`src/rtl/seg_scan_driver.sv`:
```
// Four-digit multiplexed 7-segment scanner with PWM brightness window.
// Optional leading-zero blanking is enabled by defining SEG_BLANK_EN.
module seg_scan_driver #(
    parameter int SCAN_DIV = 50000
) (
    input  logic        sys_clk,
    input  logic        rst,
    input  logic [15:0] digit,
    input  logic [2:0]  bright,
    output logic [3:0]  scathod,
    output logic [6:0]  ssegment
);
    localparam int          PRE_W = $clog2(SCAN_DIV);
    localparam int unsigned SLICE = SCAN_DIV / 8;

    logic [PRE_W-1:0] pre;
    logic [1:0]       idx;
    logic [15:0]      shd;
    logic [15:0]      shd_nxt;
    logic             pre_wrap;
    logic             load;
    logic             lit;
    logic             blank;
    logic [3:0]       nib;
    logic [31:0]      win_end;
    logic [3:0]       sel_nxt;
    logic [6:0]       seg_nxt;

    function automatic logic [6:0] hex_decode(input logic [3:0] h);
        case (h)
            4'h0: hex_decode = 7'b1000000;
            4'h1: hex_decode = 7'b1111001;
            4'h2: hex_decode = 7'b0100100;
            4'h3: hex_decode = 7'b0110000;
            4'h4: hex_decode = 7'b0011001;
            4'h5: hex_decode = 7'b0010010;
            4'h6: hex_decode = 7'b0000010;
            4'h7: hex_decode = 7'b1111000;
            4'h8: hex_decode = 7'b0000000;
            4'h9: hex_decode = 7'b0010000;
            4'hA: hex_decode = 7'b0001000;
            4'hB: hex_decode = 7'b0000011;
            4'hC: hex_decode = 7'b1000110;
            4'hD: hex_decode = 7'b0100001;
            4'hE: hex_decode = 7'b0000110;
            default: hex_decode = 7'b0001110;
        endcase
    endfunction

    assign pre_wrap = (pre == PRE_W'(SCAN_DIV - 1));
    assign load     = (pre == '0) && (idx == 2'd0);
    // Decode from the value being loaded this cycle so slot 0's first
    // lit cycle already shows the new frame.
    assign shd_nxt  = load ? digit : shd;
    assign nib      = shd_nxt[{idx, 2'b00} +: 4];
    assign win_end  = (32'(bright) + 32'd1) * SLICE;
    assign lit      = (32'(pre) < win_end);

`ifdef SEG_BLANK_EN
    logic [3:0] lead_zero;
    always_comb begin
        lead_zero = '0;
        for (int n = 1; n < 4; n++)
            lead_zero[n] = ((shd_nxt >> (4 * n)) == 16'h0000);
    end
    assign blank = lead_zero[idx];
`else
    assign blank = 1'b0;
`endif

    always_comb begin
        sel_nxt = 4'b1111;
        seg_nxt = 7'b1111111;
        if (lit && !blank) begin
            sel_nxt = ~(4'b0001 << idx);
            seg_nxt = hex_decode(nib);
        end
    end

    always_ff @(posedge sys_clk) begin
        if (rst) begin
            pre      <= '0;
            idx      <= 2'd0;
            shd      <= 16'h0000;
            scathod  <= 4'b1111;
            ssegment <= 7'b1111111;
        end else begin
            pre      <= pre_wrap ? '0 : pre + 1'b1;
            if (pre_wrap)
                idx <= idx + 2'd1;
            shd      <= shd_nxt;
            scathod  <= sel_nxt;
            ssegment <= seg_nxt;
        end
    end
endmodule

```
`config.mk`:
```
export PLATFORM = sky130hd
export DESIGN_NAME = seg_scan_driver
export DESIGN_NICKNAME = d
export VERILOG_FILES = /design/src/rtl/seg_scan_driver.sv
export SDC_FILE = /design/constraint.sdc
export NUM_CORES = 1
export LEC_CHECK = 0
export BUFFER_PORTS_ARGS = -buffer_cell sky130_fd_sc_hd__buf_2
export CAP_MARGIN = 10
export CORE_UTILIZATION = 35
export CTS_BUF_LIST = sky130_fd_sc_hd__clkbuf_8
export DETAILED_ROUTE_END_ITERATION = 8
export PLACE_DENSITY = 0.5
export SLEW_MARGIN = 20
export SYNTH_ARGS = -nofsm -noshare
export SYNTH_HDL_FRONTEND = slang
export SYNTH_SLANG_ARGS = --single-unit
```
`constraint.sdc`:
```
create_clock -name sys_clk -period 5.1 [get_ports sys_clk]
set_input_delay 0.255 -clock sys_clk [delete_from_list [all_inputs] [get_ports sys_clk]]
set_output_delay 0.255 -clock sys_clk [all_outputs]
set_load 0.1 [all_outputs]
```
* Yosys cells after proc, flatten, opt, wreduce, memory -nomap -nowiden
Memory sizes are Yosys's and may differ from the RTL's. A register that Yosys moved wholly into a read port is not among the register bits. Cells that the tools add are included.
Word-level totals: bits in latches 0, memory bits (writable) 0, bits in read-only memories 112, flip-flop bits (word level) 38, memories 1
Operators by class: equality and inequality tests 1, magnitude comparators 1, reductions and logical operators 5, div/mod/pow operators 0, shift-type cells 2, muxes and demuxes 1, bitwise operators 2, add/subtract/negate cells 3, multiply operators 1
Memories:
- (no name shown) | depth 16, width 7, rd ports 1, clocked after Yosys merged registers in 1, write ports 0, RTL line 30 | case (h)
Operator list (count):
- $lt 16x17->1 | 1
- $add 16x1->16 const B | 1
- $eq 16x16->1 const B | 1
- $logic_not 16->1 | 1
- $mul 4x12->16 const B | 1
- $mux 16 | 1
- $shiftx 16x5->4 | 1
- $add 3x1->4 const B | 1
- $not 4->4 | 1
- $reduce_or 2->1 | 2
- $shl 1x2->4 const A | 1
- $add 2x1->2 const B | 1
- $logic_not 2->1 | 1
- $logic_and 1x1->1 | 1
- $not 1->1 | 1

* Logic depth before layout (Yosys ltp)
depth in word-level cells 5, mapped depth 19

* Worst setup path before layout
Ideal clock, no wire load.
path kind input-to-reg, from input port bright[0], to register ssegment[1], cell stages on the path 19, data arrival time 3.642 ns, path slack 1.344 ns, buffers on the path 1, cells stage by stage inv_1 -> ha_1 -> ha_1 -> ha_1 -> ha_1 -> a21oi_1 -> o21ai_0 -> a21o_1 -> a21oi_1 -> xnor2_1 -> ha_1 -> a21o_1 -> a21o_1 -> a21oi_1 -> o211ai_1 -> a21oi_1 -> buf_2 -> o31ai_1 -> a21o_1
On the way: word-level cells in the longest chain between the ends 5
RTL lines:
- from (decl) | RTL line 9 | input logic [2:0] bright,
- $add 3x1->4 | RTL line 56 | assign win_end = (32'(bright) + 32'd1) * SLICE;
- $mul 4x12->16 | RTL line 56
- $lt 16x17->1 | RTL line 57 | assign lit = (32'(pre) < win_end);
- $not 1->1 (no line)
- $reduce_or 2->1 (no line)
- to (decl) | RTL line 11 | output logic [6:0] ssegment
No other way between the ends. A chain may end at the register's enable or synchronous reset.

* Final worst setup path
from input port bright[0], to register ssegment[4]
The elaborated chain is that of the path after synthesis.

==> out/qor.txt <==
CP Class - input port to register
Hold Fails Final Rpt - 0
Post-CTS Setup Bufs - 0
routability cong. - 0.8044
via/cell ratio - 4.928
Syn. warnings - 0
status - finished clean
Gates resized, CTS repair - 0
CP startpoint kind - input port
switching power - 328.8 uW
Slew headroom - 55.39%
kind of path behind the tightest hold check - input port to register
Rows - 33
Overflow after GRT - 0
Worst VDD drop - 0.09506 mV
WP data required - 5.27 ns
area of the multi-input gates - 1939 um2
diode count - 0
placed wire-length estimate - 4816 um
total CTS buffers - 5
Post-DP Area - 3206 um2
final setup fails - 0
P_leak - 0.001487 uW
Worst R2R Setup Slack - 1.32 ns
largest area contributor in the netlist - dfxtp_1
initial antenna violation count - 0
Comb pwr share - 33.0%
CTS clock-pin slew for the worst setup and hold paths - 0.09 ns
Core Area - 8217 um2
via count - 2272
share of cells above drive strength 1 - 14.61%
met1 wire length - 3201 um
placed cells - 454
Post-Layout Cell Count - 461
CTS hold repair buffers - 0
Post-Syn Area - 2958 um2
Mapped Avg Cell Area - 9.073 um2
commonest cells in the netlist - 45 x dfxtp_1, 42 x nor2_1, 41 x ha_1, 28 x nand2_1, 20 x mux2i_1
pin count of the biggest net entering global routing - 22
IO Pins - 32
Area growth syn-to-layout - 11.42%
FF-to-FF End - ssegment[0]$_SDFF_PP1_
count of different cell masters after synthesis - 46
Final #Nets - 418
most frequent cell after synthesis - dfxtp_1
Initial Util - 36.00%
endpoint type of the worst setup path - register
WL final - 6270 um
CTS tree - done
highest routed layer - met4
final non-filler cell area - 3296 um2
Die ar. - 8823 um2
first-pass iteration count of the detailed router - 4
clk sinks - 45
Die Height - 93.93 um
crit-path max FO - 11
top_reg_cell synth - dfxtp_1
Cell Pwr Density - 277.0 nW/um2
buffers added on ports - 31
register area share after synthesis - 30.46%
Hold Startpoint - digit[8]
Seq cells post-synth - 45
global-route wire length before repair - 10900 um
top-area cell type share of the netlist area - 30.46%
root cell of the clock tree - clkbuf_8
reg2reg start - idx[1]$_SDFFE_PP0P_
Worst Reg2Reg Path Length in Cells - 13
max-slew violation count - 0
fin crit share - 76.33%
Final Power - 912.9 uW
DRC - 0
DR WL/cell - 13.60 um
maximum clock rate - 256.9 MHz
Routed Antenna Nets - 0
critical path arrival - 4.06 ns
worst-skew pair later-pin latency - 0.30 ns
vias in the first global route - 2210
Sw Share - 36.02%
Max Cap Viol - 0
met2 WL - 2863 um
Setup Skew - 0.02006 ns
Setup TNS Final - 0 ns
Hold Path End - shd[8]$_SDFF_PP0_
initial DRC count - 76
power share of the clock group - 25.0%
H-Tree Depth - 2
Register Area - 900.9 um2
cell-internal power - 584.0 uW
Gate Count Post-Synth - 326
main area contributors after synthesis - dfxtp_1 30%, ha_1 17%, mux2i_1 6.8%
Post-synth ARST share - 0%
Die Wd - 93.93 um
RSZ-0062 raised after global routing - no
GRT Total Usage - 15.85%
number of synthesized flops with an enable pin - 0
worst hold stages - 3
Mapped Nets - 388
Worst Tran Pin Value - 0.6621 ns
hold slack final - 0.1976 ns
Layout fillers - 875
part of the power in registers - 42.0%
Detail Route met3 WL - 158 um
Final min period - 3.893 ns
largest buffer count on any clock path - 2
[worst max-delay path by stage]
stage,start,endpoint,slack (ns),cells past startpoint
detailed placement,bright[0],ssegment[4]$_SDFF_PP1_,0.91,20
finish,bright[0],ssegment[4]$_SDFF_PP1_,1.21,20
global route,bright[0],ssegment[4]$_SDFF_PP1_,0.97,20
global placement,bright[0],ssegment[1]$_SDFF_PP1_,0.98,20
CTS,bright[0],ssegment[4]$_SDFF_PP1_,1.23,20
floorplan,bright[0],ssegment[1]$_SDFF_PP1_,1.34,19
[state kept, by name (all words and copies together), names as in the netlist]
| name | count |
|---|---|
| shd | 16 |
| ssegment | 7 |
| idx | 2 |
| scathod | 4 |
| pre | 16 |
[kinds of logic (layout without fill, tap and decap cells)]
kind of cell | Yosys count | after routing | synth area share (%)
fa+ha+maj | 41 | 41 | 17.34
buf+inv | 28 | 58 | 3.976
mux | 24 | 24 | 9.433
xor+xnor | 28 | 28 | 8.291
flops | 45 | 45 | 30.46
compound gates | 49 | 49 | 11.13
simple gates | 111 | 111 | 19.37
[power groups by stage]
stage	clock network (uW)	registers, uW	logic [uW]
after global placement	0	392	300
after CTS	239	384	303
after global routing	252	387	334
final	228	383	301
after floorplan	0	460	176
after detailed placement	0	392	302
[worst max-delay path: stages]
cell,delay (ns)
buf_2,0.17
inv_1,0.13
ha_1,0.38
ha_1,0.32
ha_1,0.28
ha_1,0.34
a21oi_1,0.15
o21ai_0,0.15
a21o_1,0.21
a21oi_1,0.17
xnor2_1,0.14
ha_1,0.26
a21o_1,0.16
a21o_1,0.17
a21oi_1,0.13
o211ai_1,0.10
a21oi_1,0.14
buf_4,0.20
o31a_1,0.14
o21ai_0,0.08
[per-layer routing]
layer	vias up	global-route usage (%)
li1	1200	-
met1	1040	21.41
met2	27	25.73
met3	5	2.913
met4	0	4.231
met5	-	0
[final cells by class]
type	count	share of cell area, %
flip-flops and latches	45	27.33
inverters	19	2.164
multi-input cells	253	58.85
well taps	105	3.986
repair buffers	32	4.935
clock buffers	6	2.506
clock inverters	1	0.2278
[metrics by stage]
step	util, %	setup slack (ns)
after global placement	39.01	0.9764
after global routing	40.11	0.9662
after detailed placement	39.01	0.9092
final	40.11	1.207
after floorplan	-	1.344
after CTS	40.11	1.229
[layout by cell type (no fill, tap or decap), types with 10 or more instances in the layout]
cell type	netlist	routed
buf_2	4	31
dfxtp_1	45	45
o21ai_0	10	10
xnor2_1	17	17
nor2_1	42	42
inv_1	18	18
nand2_1	28	28
mux2i_1	20	20
a21oi_1	11	11
ha_1	41	41
xor2_1	11	11
(Power assumes the default switching activity.)
